<file path="src/rtl/mmio_bridge_pkg.sv">
// rtl/mmio_bridge_pkg.sv - shared I/O window constants and offset decode for mmio_bridge
package mmio_bridge_pkg;

  localparam int          ISA_WIDTH   = 32;
  localparam logic [31:0] IO_BASE     = 32'hFFFF_FC00;
  localparam logic [9:0]  IO_LED_OFF  = 10'h060;
  localparam logic [9:0]  IO_SW_OFF   = 10'h070;
  localparam logic [9:0]  IO_SWEV_OFF = 10'h074;
  localparam logic [9:0]  IO_TMR_OFF  = 10'h080;

  typedef enum logic [2:0] {
    IO_SEL_NONE,
    IO_SEL_LED,
    IO_SEL_SW,
    IO_SEL_SWEV,
    IO_SEL_TMR
  } io_sel_e;

  function automatic io_sel_e decode_offset(input logic [9:0] off);
    io_sel_e sel;
    case (off)
      IO_LED_OFF:  sel = IO_SEL_LED;
      IO_SW_OFF:   sel = IO_SEL_SW;
      IO_SWEV_OFF: sel = IO_SEL_SWEV;
      IO_TMR_OFF:  sel = IO_SEL_TMR;
      default:     sel = IO_SEL_NONE;
    endcase
    return sel;
  endfunction

endpackage

</file>
<file path="src/rtl/switch_debouncer.sv">
// rtl/switch_debouncer.sv - one-bit 2-FF synchronizer plus stability counter
module switch_debouncer #(
  parameter int DEBOUNCE_CYCLES = 20000
) (
  input  logic clk,
  input  logic rst,
  input  logic raw,
  output logic stable,
  output logic changed
);
  import mmio_bridge_pkg::*;

  // A width of at least one bit keeps DEBOUNCE_CYCLES=1 legal; the counter then sits at 0.
  localparam int            CW       = (DEBOUNCE_CYCLES > 1) ? $clog2(DEBOUNCE_CYCLES) : 1;
  localparam logic [CW-1:0] CNT_LAST = CW'(DEBOUNCE_CYCLES - 1);

  logic          meta;
  logic          sync;
  logic [CW-1:0] cnt;

  assign changed = (sync != stable) && (cnt == CNT_LAST);

  always_ff @(posedge clk or posedge rst) begin
    if (rst) begin
      meta   <= 1'b0;
      sync   <= 1'b0;
      stable <= 1'b0;
      cnt    <= '0;
    end else begin
      meta <= raw;
      sync <= meta;
      if (sync == stable) begin
        cnt <= '0;
      end else if (changed) begin
        stable <= sync;
        cnt    <= '0;
      end else begin
        cnt <= cnt + 1'b1;
      end
    end
  end

endmodule

</file>
<file path="src/rtl/mmio_bridge.sv">
// rtl/mmio_bridge.sv - load/store address decode between the CPU data path, Data_mem and board I/O
module mmio_bridge #(
  parameter logic [31:0] IO_BASE         = mmio_bridge_pkg::IO_BASE,
  parameter int          DEBOUNCE_CYCLES = 20000,
  parameter int          SW_WIDTH        = 8,
  parameter int          LED_WIDTH       = 8
) (
  input  logic                 clk,
  input  logic                 rst,
  input  logic [31:0]          addr,
  input  logic                 mem_read,
  input  logic                 mem_write,
  input  logic [31:0]          write_data,
  input  logic [31:0]          dmem_rdata,
  output logic                 dmem_write,
  output logic [31:0]          read_data,
  input  logic [SW_WIDTH-1:0]  switch_in,
  output logic [LED_WIDTH-1:0] led
);
  import mmio_bridge_pkg::*;

  logic                io_hit;
  io_sel_e             io_sel;
  logic [SW_WIDTH-1:0] sw_stable;
  logic [SW_WIDTH-1:0] sw_changed;
  logic [SW_WIDTH-1:0] sw_event;
  logic [31:0]         timer;
  logic [31:0]         io_rdata;
  logic                led_we;
  logic                tmr_we;
  logic                swev_clr;

  assign io_hit     = (addr[31:10] == IO_BASE[31:10]);
  assign io_sel     = io_hit ? decode_offset(addr[9:0]) : IO_SEL_NONE;
  assign dmem_write = mem_write & ~io_hit;

  assign led_we   = mem_write && (io_sel == IO_SEL_LED);
  assign tmr_we   = mem_write && (io_sel == IO_SEL_TMR);
  assign swev_clr = mem_read  && (io_sel == IO_SEL_SWEV);

  for (genvar i = 0; i < SW_WIDTH; i++) begin : g_sw
    switch_debouncer #(
      .DEBOUNCE_CYCLES(DEBOUNCE_CYCLES)
    ) u_debounce (
      .clk    (clk),
      .rst    (rst),
      .raw    (switch_in[i]),
      .stable (sw_stable[i]),
      .changed(sw_changed[i])
    );
  end

  always_comb begin
    io_rdata = '0;
    case (io_sel)
      IO_SEL_LED:  io_rdata = ISA_WIDTH'(led);
      IO_SEL_SW:   io_rdata = ISA_WIDTH'(sw_stable);
      IO_SEL_SWEV: io_rdata = ISA_WIDTH'(sw_event);
      IO_SEL_TMR:  io_rdata = timer;
      default:     io_rdata = '0;
    endcase
  end

  assign read_data = io_hit ? io_rdata : dmem_rdata;

  // Loads see pre-edge state, so a combined load/store returns the old value.
  always_ff @(posedge clk or posedge rst) begin
    if (rst) begin
      led      <= '0;
      timer    <= '0;
      sw_event <= '0;
    end else begin
      if (led_we) begin
        led <= write_data[LED_WIDTH-1:0];
      end
      if (tmr_we) begin
        timer <= write_data;
      end else begin
        timer <= timer + 32'd1;
      end
      // A fresh update in the clearing cycle survives the clear.
      sw_event <= (sw_event & ~{SW_WIDTH{swev_clr}}) | sw_changed;
    end
  end

endmodule

</file>
<file path="config.mk">
export PLATFORM = sky130hd
export DESIGN_NAME = mmio_bridge
export DESIGN_NICKNAME = d
export VERILOG_FILES = /design/src/rtl/mmio_bridge_pkg.sv /design/src/rtl/switch_debouncer.sv /design/src/rtl/mmio_bridge.sv
export SDC_FILE = /design/constraint.sdc
export NUM_CORES = 1
export LEC_CHECK = 0
export ABC_AREA = 1
export BUFFER_PORTS_ARGS = -buffer_cell sky130_fd_sc_hd__clkbuf_2
export CAP_MARGIN = 10
export CORE_AREA = 2 2 147 149
export DETAILED_ROUTE_END_ITERATION = 10
export DIE_AREA = 0 0 149 151
export PLACE_DENSITY = 0.76
export SETUP_SLACK_MARGIN = 0.3
export SYNTH_ARGS = -nofsm -noshare
export SYNTH_HDL_FRONTEND = slang
export SYNTH_SLANG_ARGS = --single-unit
</file>
<file path="constraint.sdc">
create_clock -name clk -period 7.15 [get_ports clk]
set_input_delay 1.7875 -clock clk [delete_from_list [all_inputs] [get_ports clk]]
set_output_delay 1.7875 -clock clk [all_outputs]
set_load 0.1 [all_outputs]
</file>
==> results of run 1 <==
kinds of logic after synthesis:
kind of cell | count (synthesis)
flops | 192
simple gates | 933
compound gates | 73
mux | 3
xor+xnor | 51
buf+inv | 216
fa+ha+maj | 9
final cells by class:
class                           instances  area, um^2  share of cell area (%)
Sequential cell                       192        4805                   38.21
Tap cell                              275       344.1                   2.737
Timing Repair Buffer                  150       768.2                   6.110
Antenna cell                            2       5.005                 0.03980
Clock inverter                         12       181.4                   1.443
Multi-Input combinational cell       1069        5266                   41.88
Clock buffer                           20       456.7                   3.632
Inverter                              198       747.0                   5.941
flip-flops by register name (all words and copies together), names as in the netlist:
| register | count |
|---|---|
| g_sw.u_debounce.stable | 8 |
| g_sw.u_debounce.sync | 8 |
| sw_event | 8 |
| timer | 32 |
| led | 8 |
| g_sw.u_debounce.cnt | 120 |
| g_sw.u_debounce.meta | 8 |
per-stage QoR:
step	setup WS (ps)	utilization (%)	total power [W]
after global placement	1467	57.29	0.001335
after floorplan	1691	-	0.001272
after CTS	1342	60.36	0.002361
final	1361	60.38	0.002342
after detailed placement	1349	57.29	0.001337
after global routing	1107	60.38	0.002427
per-layer routing:
metal / share of wire, % / global-route usage [%] / up-vias
li1: - / - / 5018
met1: 46 / 31.51 / 4550
met2: 46 / 38.87 / 262
met3: 5.2 / 4.639 / 33
met4: 2.1 / 6.905 / 0
met5: 0 / 0 / -
cell usage after synthesis, types with 12 or more instances:
library cell | n | area (um^2)
nand3_1 | 117 | 585.6
xor2_1 | 36 | 315.3
nor2_1 | 165 | 619.3
a21oi_1 | 22 | 110.1
inv_1 | 190 | 713.2
o21ai_0 | 23 | 115.1
nand4_1 | 46 | 287.8
nor3_1 | 70 | 350.3
nor3b_1 | 12 | 90.09
xnor2_1 | 13 | 113.9
nand2_1 | 455 | 1708
dfrtp_1 | 192 | 4805
final timing paths:
kind / endpoint / slack [ps] / from
setup / recovery: read_data[4] / 1360 / addr[15]
hold / removal: g_sw[4].u_debounce.sync$_DFF_PP0_ / 350 / g_sw[4].u_debounce.meta$_DFF_PP0_
setup reg to reg: timer[22]$_DFF_PP0_ / 5280 / timer[0]$_DFF_PP0_
hold reg to reg: g_sw[4].u_debounce.sync$_DFF_PP0_ / 350 / g_sw[4].u_debounce.meta$_DFF_PP0_
max in group asynchronous: g_sw[2].u_debounce.cnt[6]$_DFF_PP0_ / 4770 / rst
min in group asynchronous: g_sw[6].u_debounce.meta$_DFF_PP0_ / 1660 / rst
power by group through the flow:
stage | registers (W) | clock network [W] | logic [W]
finish | 0.00111 | 0.00103 | 0.000202
global route | 0.00111 | 0.00109 | 0.000220
CTS | 0.00111 | 0.00104 | 0.000204
detailed placement | 0.00113 | 0 | 0.000204
global placement | 0.00113 | 0 | 0.000202
floorplan | 0.00113 | 0 | 0.000141
==> metrics.log, run 1 <==
[metrics] result of the run: finished, final reports clean
[metrics] dominant synthesized flop cell: dfrtp_1
[metrics] global-route wire length before repair: 42,640 um
[metrics] area grow syn2layout: 15.23%
[metrics] final net count: 1,745
[metrics] DP HPWL: 19,070 um
[metrics] average routed wire per standard cell: 13.29 um
[metrics] final std cells w/o fill: 1,918
[metrics] number of instances in the synthesized netlist: 1,477
[metrics] effective utilization at floorplan: 52.40%
[metrics] shortest period the worst path allows: 5789 ps
[metrics] DRT Wirelength: 25,490 um
[metrics] CTS root buffer: clkbuf_16
[metrics] number of vias after detailed routing: 9,863
[metrics] Slowest cell on crit path: clkbuf_2
[metrics] Crit path largest cell delay: 480 ps
[metrics] H-tree lvl count: 4
[metrics] commonest cells after routing, fill and taps aside: nand2_1 (455), dfrtp_1 (192), inv_1 (189)
[metrics] post-route setup TNS: 0 ps
[metrics] Final Hold Violating Endpoints: 0
[metrics] leakage power of the design: 6.485 nW
[metrics] core outline area: 20,820 um^2
[metrics] total instance count after detailed placement: 1,884
[metrics] die height: 151 um
[metrics] proportion of synthesized flip-flops having asynchronous set or reset: 100.0%
[metrics] TritonCTS buffer count: 17
[metrics] endpoint required time on the critical path: 5360 ps
[metrics] crit end category: output port
[metrics] critical setup path kind: in -> out
[metrics] Syn Nets: 1,594
[metrics] combinational fraction of design power: 8.6%
[metrics] GRT overflow: 0
[metrics] via count of the first global-routing pass: 9,164
[metrics] TritonCTS clock tree: yes
[metrics] Max Cap Viol: 0
[metrics] Internal Pwr Total: 0.001759 W
[metrics] buffering stage count on the worst path with inverters included: 3
[metrics] cell family with the largest share of critical-path delay: simple AND/OR/NAND/NOR gates
[metrics] Slew headroom: 33.12%
[metrics] most frequent standard cell in the layout excluding fill and tap cells: nand2_1
[metrics] measured slew at the worst slew-check pin: 1003 ps
[metrics] logic depth of the worst register-to-register path: 9
[metrics] global routing usage summed across all routing layers: 23.48%
[metrics] data arrival time of the worst path: 4000 ps
[metrics] count of synthesis-stage warnings from yosys: 0
[metrics] Synth Area in Adders: 1.032%
[metrics] Final setup viols: 0
[metrics] initial antenna violation count: 2
[metrics] number of logic stages on the critical path including buffering: 12
[metrics] post_cts resized: 0
[metrics] clock-pin slew on the worst setup and hold paths: 70 ps
[metrics] simple-gate area share of the yosys netlist: 38.78%
[metrics] width of the chip: 149 um
[metrics] Mapped Avg Cell Area: 7.388 um^2
[metrics] portion of total power attributed to the clock network: 43.9%
[metrics] post-synthesis xor/xnor area fraction: 4.231%
[metrics] Peak VDD IR: 0.1750 mV
[metrics] switching power: 0.0005826 W
[metrics] maximum clock rate: 172.7 MHz
[metrics] worst-skew pair later-pin latency: 430 ps
[metrics] combinational family with the most area after synthesis: simple AND/OR/NAND/NOR gates
[metrics] sequential-to-total area share from yosys stat: 44.03%
[metrics] vias per cell: 5.142
[metrics] mapped cell area: 10,910 um^2
[metrics] share of final-layout standard cells stronger than drive strength 1: 15.30%
[metrics] weighted congestion reported at the end of routability-driven placement: 0.9401
[metrics] most frequent cell on the critical path: nand2_1
[metrics] placed inst area: 11,930 um^2
[metrics] RSZ-0062 raised after global routing: no
[metrics] total die area: 22,500 um^2
[metrics] skew final: 7.984 ps
[metrics] #FFs+latches synth: 192
[metrics] Reg power frac: 47.5%
[metrics] net switching share of the total power: 24.88%
[metrics] fillers: 1,896
[metrics] category of the worst setup path launch point: primary input
[metrics] count of distinct cell types in the synthesized netlist: 48
[metrics] violation count after the first detailed-route iteration: 767
[metrics] I/O Buffers: 148
[metrics] Cells on Worst Hold Path: 0
[metrics] length of the first detailed-routing pass in iterations: 6
[metrics] Min Hold Slack: 352.3 ps
[metrics] largest buffer count on any clock path: 2
[metrics] final non-filler cell area: 12,570 um^2
[metrics] count of clock tree sinks: 192
[metrics] number of top-level pins: 149
[metrics] Remaining DRCs: 0
[metrics] pin count of the biggest net entering global routing: 193
[metrics] path type of the worst min-delay path: reg -> reg
[metrics] max-slew violation total from the final report: 0
[metrics] complex-gate fraction of the synthesized area: 3.910%
[metrics] Rows: 53
[metrics] Hold-fix buffers, CTS: 0
[metrics] # Post-CTS Setup Buffers: 0
[metrics] number of synthesized flops with an enable pin: 0
[metrics] maximum net fanout on the critical path: 34
[metrics] CP cell instances: clkbuf_2, nand2_1, nor2_1, nand2_1, nor2_1, nand2_2, inv_2, nand3_1, nand2_1, nor2_1, nand2_1, clkbuf_2
[metrics] final antenna-violating net count: 0
[metrics] Pwr Density: 186.2 nW/um^2
[metrics] Tcrit/Tclk final: 80.97%
[metrics] mux share of post-synthesis cell area: 0.3096%
(Power assumes the default switching activity.)
==> inputs of run 2 (changes only) <==
Clock period 7.15 ns to 5 ns, I/O delays scaled along.
==> run 2 against run 1 <==
Compared with the run above: die area did not move; clock power rose by 36%; critical path type unchanged; final cell count rose by 0.16%; clock skew grew 1.1 ps; total power increased by 41%; via count increased by 0.66%; wire length grew 2.2%.
==> metrics.log, run 2 (synthesized netlist as in run 1, its figures left out) <==
[metrics] result of the run: finished, final reports clean
[metrics] measured slew at the worst slew-check pin: 933.3 ps
[metrics] largest buffer count on any clock path: 2
[metrics] share of final-layout standard cells stronger than drive strength 1: 15.49%
[metrics] RSZ-0062 raised after global routing: no
[metrics] most frequent cell on the critical path: nand2_1
[metrics] commonest cells after routing, fill and taps aside: nand2_1 (455), dfrtp_1 (192), inv_1 (189)
[metrics] worst hold endpoint: g_sw[4].u_debounce.sync$_DFF_PP0_
[metrics] worst-skew pair later-pin latency: 440 ps
[metrics] clock-pin slew on the worst setup and hold paths: 70 ps
[metrics] weighted congestion reported at the end of routability-driven placement: 0.9275
[metrics] most frequent standard cell in the layout excluding fill and tap cells: nand2_1
[metrics] # Post-CTS Setup Buffers: 0
[metrics] average routed wire per standard cell: 13.56 um
[metrics] Final setup viols: 0
[metrics] Tcrit/Tclk final: 85.40%
[metrics] Cells on Worst Hold Path: 0
[metrics] post_cts resized: 0
[metrics] Rows: 53
[metrics] final core area utilization: 60.94%
[metrics] storage element area: 4805 um^2
[metrics] category of the worst setup path launch point: primary input
[metrics] DP HPWL: 19,700 um
[metrics] Remaining DRCs: 0
[metrics] final antenna-violating net count: 0
[metrics] post-route setup slack: 729.9 ps
[metrics] Crit path largest cell delay: 500 ps
[metrics] H-tree lvl count: 4
[metrics] number of top-level pins: 149
[metrics] data arrival time of the worst path: 3020 ps
[metrics] endpoint required time on the critical path: 3750 ps
[metrics] shortest period the worst path allows: 4270 ps
[metrics] post-route setup TNS: 0 ps
[metrics] Final Hold Violating Endpoints: 0
[metrics] launching point of the worst reg2reg path: g_sw[4].u_debounce.cnt[0]$_DFF_PP0_
[metrics] skew final: 9.091 ps
[metrics] total die area: 22,500 um^2
[metrics] HP Start: g_sw[4].u_debounce.meta$_DFF_PP0_
[metrics] initial antenna violation count: 0
[metrics] core outline area: 20,820 um^2
[metrics] number of diodes: 0
[metrics] CTS root buffer: clkbuf_16
[metrics] number of vias after detailed routing: 9,928
[metrics] worst slack, placed: 720.8 ps
[metrics] logic depth of the worst register-to-register path: 6
[metrics] area grow syn2layout: 16.29%
[metrics] count of clock tree sinks: 192
[metrics] critical setup path kind: in -> out
[metrics] length of the first detailed-routing pass in iterations: 5
[metrics] final net count: 1,750
[metrics] vias per cell: 5.168
[metrics] path type of the worst min-delay path: reg -> reg
[metrics] terminus of the critical flop-to-flop path: g_sw[4].u_debounce.cnt[13]$_DFF_PP0_
[metrics] violation count after the first detailed-route iteration: 633
[metrics] Worst R2R Setup Slack: 3120 ps
[metrics] Slowest cell on crit path: nor2_4
[metrics] effective utilization at floorplan: 52.40%
[metrics] width of the chip: 149 um
[metrics] most flop-heavy register: g_sw.u_debounce.cnt
[metrics] maximum net fanout on the critical path: 27
[metrics] biggest regs: g_sw.u_debounce.cnt (120), timer (32)
[metrics] maximum clock rate: 234.2 MHz
[metrics] max-slew violation total from the final report: 0
[metrics] global routing usage summed across all routing layers: 24.28%
[metrics] area of the multi-input gates: 5266 um^2
[metrics] leakage power of the design: 6.543 nW
[metrics] global-route wire length before repair: 43,970 um
[metrics] crit end category: output port
[metrics] die height: 151 um
[metrics] Peak VDD IR: 0.2362 mV
[metrics] Hold-fix buffers, CTS: 0
[metrics] via count of the first global-routing pass: 9,461
[metrics] TritonCTS buffer count: 17
[metrics] CP cell instances: clkbuf_2, nor2_1, nand3_1, nor2_1, nand2_1, nor2_4, nand2_1, nand2_1, clkbuf_2
[metrics] fillers: 1,880
[metrics] DRT Wirelength: 26,050 um
[metrics] flip-flop count of the largest register, all copies and words added: 120
[metrics] GRT overflow: 0
[metrics] Max Cap Viol: 0
[metrics] Pwr Density: 259.7 nW/um^2
[metrics] pin count of the biggest net entering global routing: 78
[metrics] Slew headroom: 37.65%
[metrics] TritonCTS clock tree: yes
[metrics] I/O Buffers: 148
==> run 2: cell types whose count changed in the layout (fill, tap and decap cells not counted) <==
cell | before | now
clkinvlp_4 | 4 | 2
buf_12 | 1 | 9
inv_8 | 1 | 0
bufinv_16 | 4 | 2
clkinv_2 | 2 | 3
clkbuf_1 | 1 | 2
clkbuf_8 | 2 | 5
buf_4 | 1 | 6
diode_2 | 2 | 0
clkbuf_2 | 148 | 140
inv_6 | 1 | 2
clkinv_4 | 1 | 0
==> run 2: per-stage QoR <==
stage | power (W) | instances | instance area (um^2) | hold slack, ps
after floorplan | 0.001819 | 1477 | 10920 | 331.2
after global placement | 0.001921 | 1889 | 12090 | 331.8
after detailed placement | 0.001926 | 1889 | 12090 | 336.4
after CTS | 0.003318 | 1921 | 12690 | 351.6
after global routing | 0.003410 | 1921 | 12690 | 352.0
final | 0.003295 | 1921 | 12690 | 349.8
==> run 2: layer usage <==
metal	wire length [um]	vias to the layer above	GRT usage [%]
met3	1311	45	4.157
li1	-	5013	-
met5	0	-	0
met4	660	0	7.952
met1	11910	4591	31.88
met2	12170	279	41.13
==> run 2: area by class of cell <==
type,instances,share of cell area (%)
flip-flops and latches,192,37.86
well taps,275,2.711
clock buffers,24,3.954
inverters,198,5.886
repair buffers,155,7.296
clock inverters,8,0.7888
multi-input cells,1069,41.50
==> run 2: worst max-delay path, delay by kind of cell <==
family / cells / cell delay [ps]
simple gates: 7 / 1190
buf+inv: 2 / 550
==> run 2: worst max path at each step <==
stage	slack (ps)	depth (start not counted)	end	startpoint
floorplan	620	8	dmem_write	addr[11]
global placement	810	12	read_data[5]	addr[27]
detailed placement	720	9	read_data[29]	addr[5]
CTS	720	9	read_data[29]	addr[5]
global route	570	12	read_data[4]	addr[3]
finish	730	9	read_data[29]	addr[5]
==> run 2: report_power, final <==
| part | leakage [nW] | total, W | internal [W] | switching [W] |
|---|---|---|---|---|
| sequential | 2.57 | 0.00159 | 0.00157 | 0.0000157 |
| clock | 0.297 | 0.00140 | 0.000805 | 0.000595 |
| combinational | 3.68 | 0.000304 | 0.0000845 | 0.000219 |
| total | 6.54 | 0.00330 | 0.00246 | 0.000831 |
==> inputs of run 3 (changes only) <==
Settings changed: CORE_AREA 2 2 147 149 to 2 2 141 143, DIE_AREA 0 0 149 151 to 0 0 143 145, PLACE_DENSITY 0.76 to 0.79, RECOVER_POWER set to 50.
Clock period 5 ns to 4.4 ns, I/O delays scaled along.
==> run 3 against run 2 <==
Compared with the run above: the run now ends with max-capacitance violations, max-slew violations left; utilization is 6.6 points higher; sequential share of layout area is 0.81 points lower; worst setup slack worse by 180 ps; final area is 2.2% higher; largest cell class unchanged; non-clock buffer count is 3 lower; critical path depth is 3 higher; sequential cell count stayed put; wire length is 2.4% higher; highest routed layer unchanged; final cell count is 0.68% lower; register-to-register slack worse by 700 ps.
==> metrics.log, run 3 (synthesized netlist as in run 1, its figures left out) <==
[metrics] result of the run: finished, violations left
[metrics] violations in the final reports: max-capacitance violations, max-slew violations
[metrics] Worst R2R Setup Slack: 2420 ps
[metrics] net switching share of the total power: 25.75%
[metrics] skew final: 7.950 ps
[metrics] terminus of the critical flop-to-flop path: g_sw[4].u_debounce.cnt[10]$_DFF_PP0_
[metrics] average routed wire per standard cell: 13.98 um
[metrics] weighted congestion reported at the end of routability-driven placement: 0.9507
[metrics] Slew headroom: -69.49%
[metrics] final antenna-violating net count: 0
[metrics] Final setup viols: 0
[metrics] number of diodes: 0
[metrics] Internal Pwr Total: 0.002821 W
[metrics] Peak VDD IR: 0.2779 mV
[metrics] largest buffer count on any clock path: 2
[metrics] die height: 145 um
[metrics] commonest cells after routing, fill and taps aside: nand2_1 (456), inv_1 (192), dfrtp_1 (192)
[metrics] DRT Wirelength: 26,670 um
[metrics] TritonCTS buffer count: 17
[metrics] leakage power of the design: 6.623 nW
[metrics] HP Start: g_sw[3].u_debounce.meta$_DFF_PP0_
[metrics] most frequent standard cell in the layout excluding fill and tap cells: nand2_1
[metrics] launching point of the worst reg2reg path: g_sw[4].u_debounce.stable$_DFFE_PP0P_
[metrics] path type of the worst min-delay path: reg -> reg
[metrics] length of the first detailed-routing pass in iterations: 7
[metrics] number of top-level pins: 149
[metrics] most flop-heavy register: g_sw.u_debounce.cnt
[metrics] combinational fraction of design power: 10.2%
[metrics] Cells on Worst Hold Path: 0
[metrics] final net count: 1,747
[metrics] portion of total power attributed to the clock network: 42.2%
[metrics] worst setup path start: addr[1]
[metrics] shortest period the worst path allows: 3850 ps
[metrics] area grow syn2layout: 18.84%
[metrics] Max Cap Viol: 1
[metrics] TritonCTS clock tree: yes
[metrics] category of the worst setup path launch point: primary input
[metrics] endpoint required time on the critical path: 3300 ps
[metrics] critical setup path kind: in -> out
[metrics] violation count after the first detailed-route iteration: 880
[metrics] maximum net fanout on the critical path: 18
[metrics] switching power: 0.0009784 W
[metrics] max-slew violation total from the final report: 193
[metrics] H-tree lvl count: 4
[metrics] RSZ-0062 raised after global routing: no
[metrics] clock-pin slew on the worst setup and hold paths: 70 ps
[metrics] core outline area: 19,210 um^2
[metrics] measured slew at the worst slew-check pin: 2542 ps
[metrics] width of the chip: 143 um
[metrics] global-route wire length before repair: 45,790 um
[metrics] Hold-fix buffers, CTS: 0
[metrics] number of vias after detailed routing: 10,070
[metrics] worst hold endpoint: g_sw[3].u_debounce.sync$_DFF_PP0_
[metrics] Final Hold Violating Endpoints: 0
[metrics] CTS root buffer: clkbuf_16
[metrics] share of final-layout standard cells stronger than drive strength 1: 14.36%
[metrics] biggest regs: g_sw.u_debounce.cnt (120), timer (32)
[metrics] fillers: 1,567
[metrics] post-route setup TNS: 0 ps
[metrics] flip-flop count of the largest register, all copies and words added: 120
[metrics] vias per cell: 5.278
[metrics] pin count of the biggest net entering global routing: 193
[metrics] DP HPWL: 19,800 um
[metrics] maximum clock rate: 259.7 MHz
[metrics] logic depth of the worst register-to-register path: 5
[metrics] Remaining DRCs: 0
[metrics] total die area: 20,740 um^2
[metrics] final core area utilization: 67.51%
[metrics] GRT overflow: 0
[metrics] Tcrit/Tclk final: 87.50%
[metrics] I/O Buffers: 148
[metrics] effective utilization at floorplan: 56.81%
[metrics] worst-skew pair later-pin latency: 430 ps
[metrics] initial antenna violation count: 0
[metrics] via count of the first global-routing pass: 9,913
[metrics] global routing usage summed across all routing layers: 27.13%
[metrics] Rows: 51
[metrics] # Post-CTS Setup Buffers: 0
[metrics] Pwr Density: 293.0 nW/um^2
[metrics] data arrival time of the worst path: 2750 ps
[metrics] count of clock tree sinks: 192
[metrics] post_cts resized: 0
[metrics] Min Hold Slack: 352.3 ps
[metrics] Reg power frac: 47.6%
[metrics] crit end category: output port
run 3: worst max path at each step:
stage | endpoint | slack (ps) | cells after the start
2_1_floorplan | dmem_write | 320 | 8
3_3_place_gp | read_data[1] | 690 | 12
3_5_place_dp | read_data[6] | 600 | 12
4_1_cts | read_data[6] | 590 | 12
5_1_grt | read_data[1] | 390 | 12
6_report | read_data[1] | 550 | 12
run 3: metal layers:
layer	global-route usage [%]	share of wire [%]
met5	0	0
met4	10.30	2.8
met3	5.545	6.8
met2	44.55	47
met1	35.32	43
run 3: metrics by stage:
step	cells	setup WS, ps	instance area [um^2]	total power [W]
after floorplan	1477	315.7	10920	0.002067
after global placement	1876	689.4	12440	0.002227
after detailed placement	1876	598.3	12440	0.002235
after CTS	1908	590.2	13050	0.003827
after global routing	1908	393.3	12970	0.003941
final	1908	549.9	12970	0.003799
run 3: cell type report:
cell class              instances  area, um^2  area share, %
clock buffers                  17       425.4          3.281
clock inverters                15       183.9          1.418
inverters                     198       747.0          5.760
multi-input cells            1069        5199          40.09
flip-flops and latches        192        4805          37.05
well taps                     265       331.6          2.557
repair buffers                152        1276          9.842
run 3: critical path: stages:
cell	delay, ps
clkbuf_2	110
nor2_4	160
nand2_1	100
nor2_1	100
nand2_1	90
nand2_2	320
inv_2	170
nand3_1	120
nand2_1	60
nor2_1	80
nand2_1	140
buf_12	200
run 3: power by group through the flow:
stage | sequential [W] | clock, W | combinational [W]
global route | 0.00181 | 0.00171 | 0.000420
global placement | 0.00184 | 0 | 0.000387
CTS | 0.00181 | 0.00162 | 0.000396
detailed placement | 0.00184 | 0 | 0.000394
finish | 0.00181 | 0.00160 | 0.000388
floorplan | 0.00184 | 0 | 0.000229
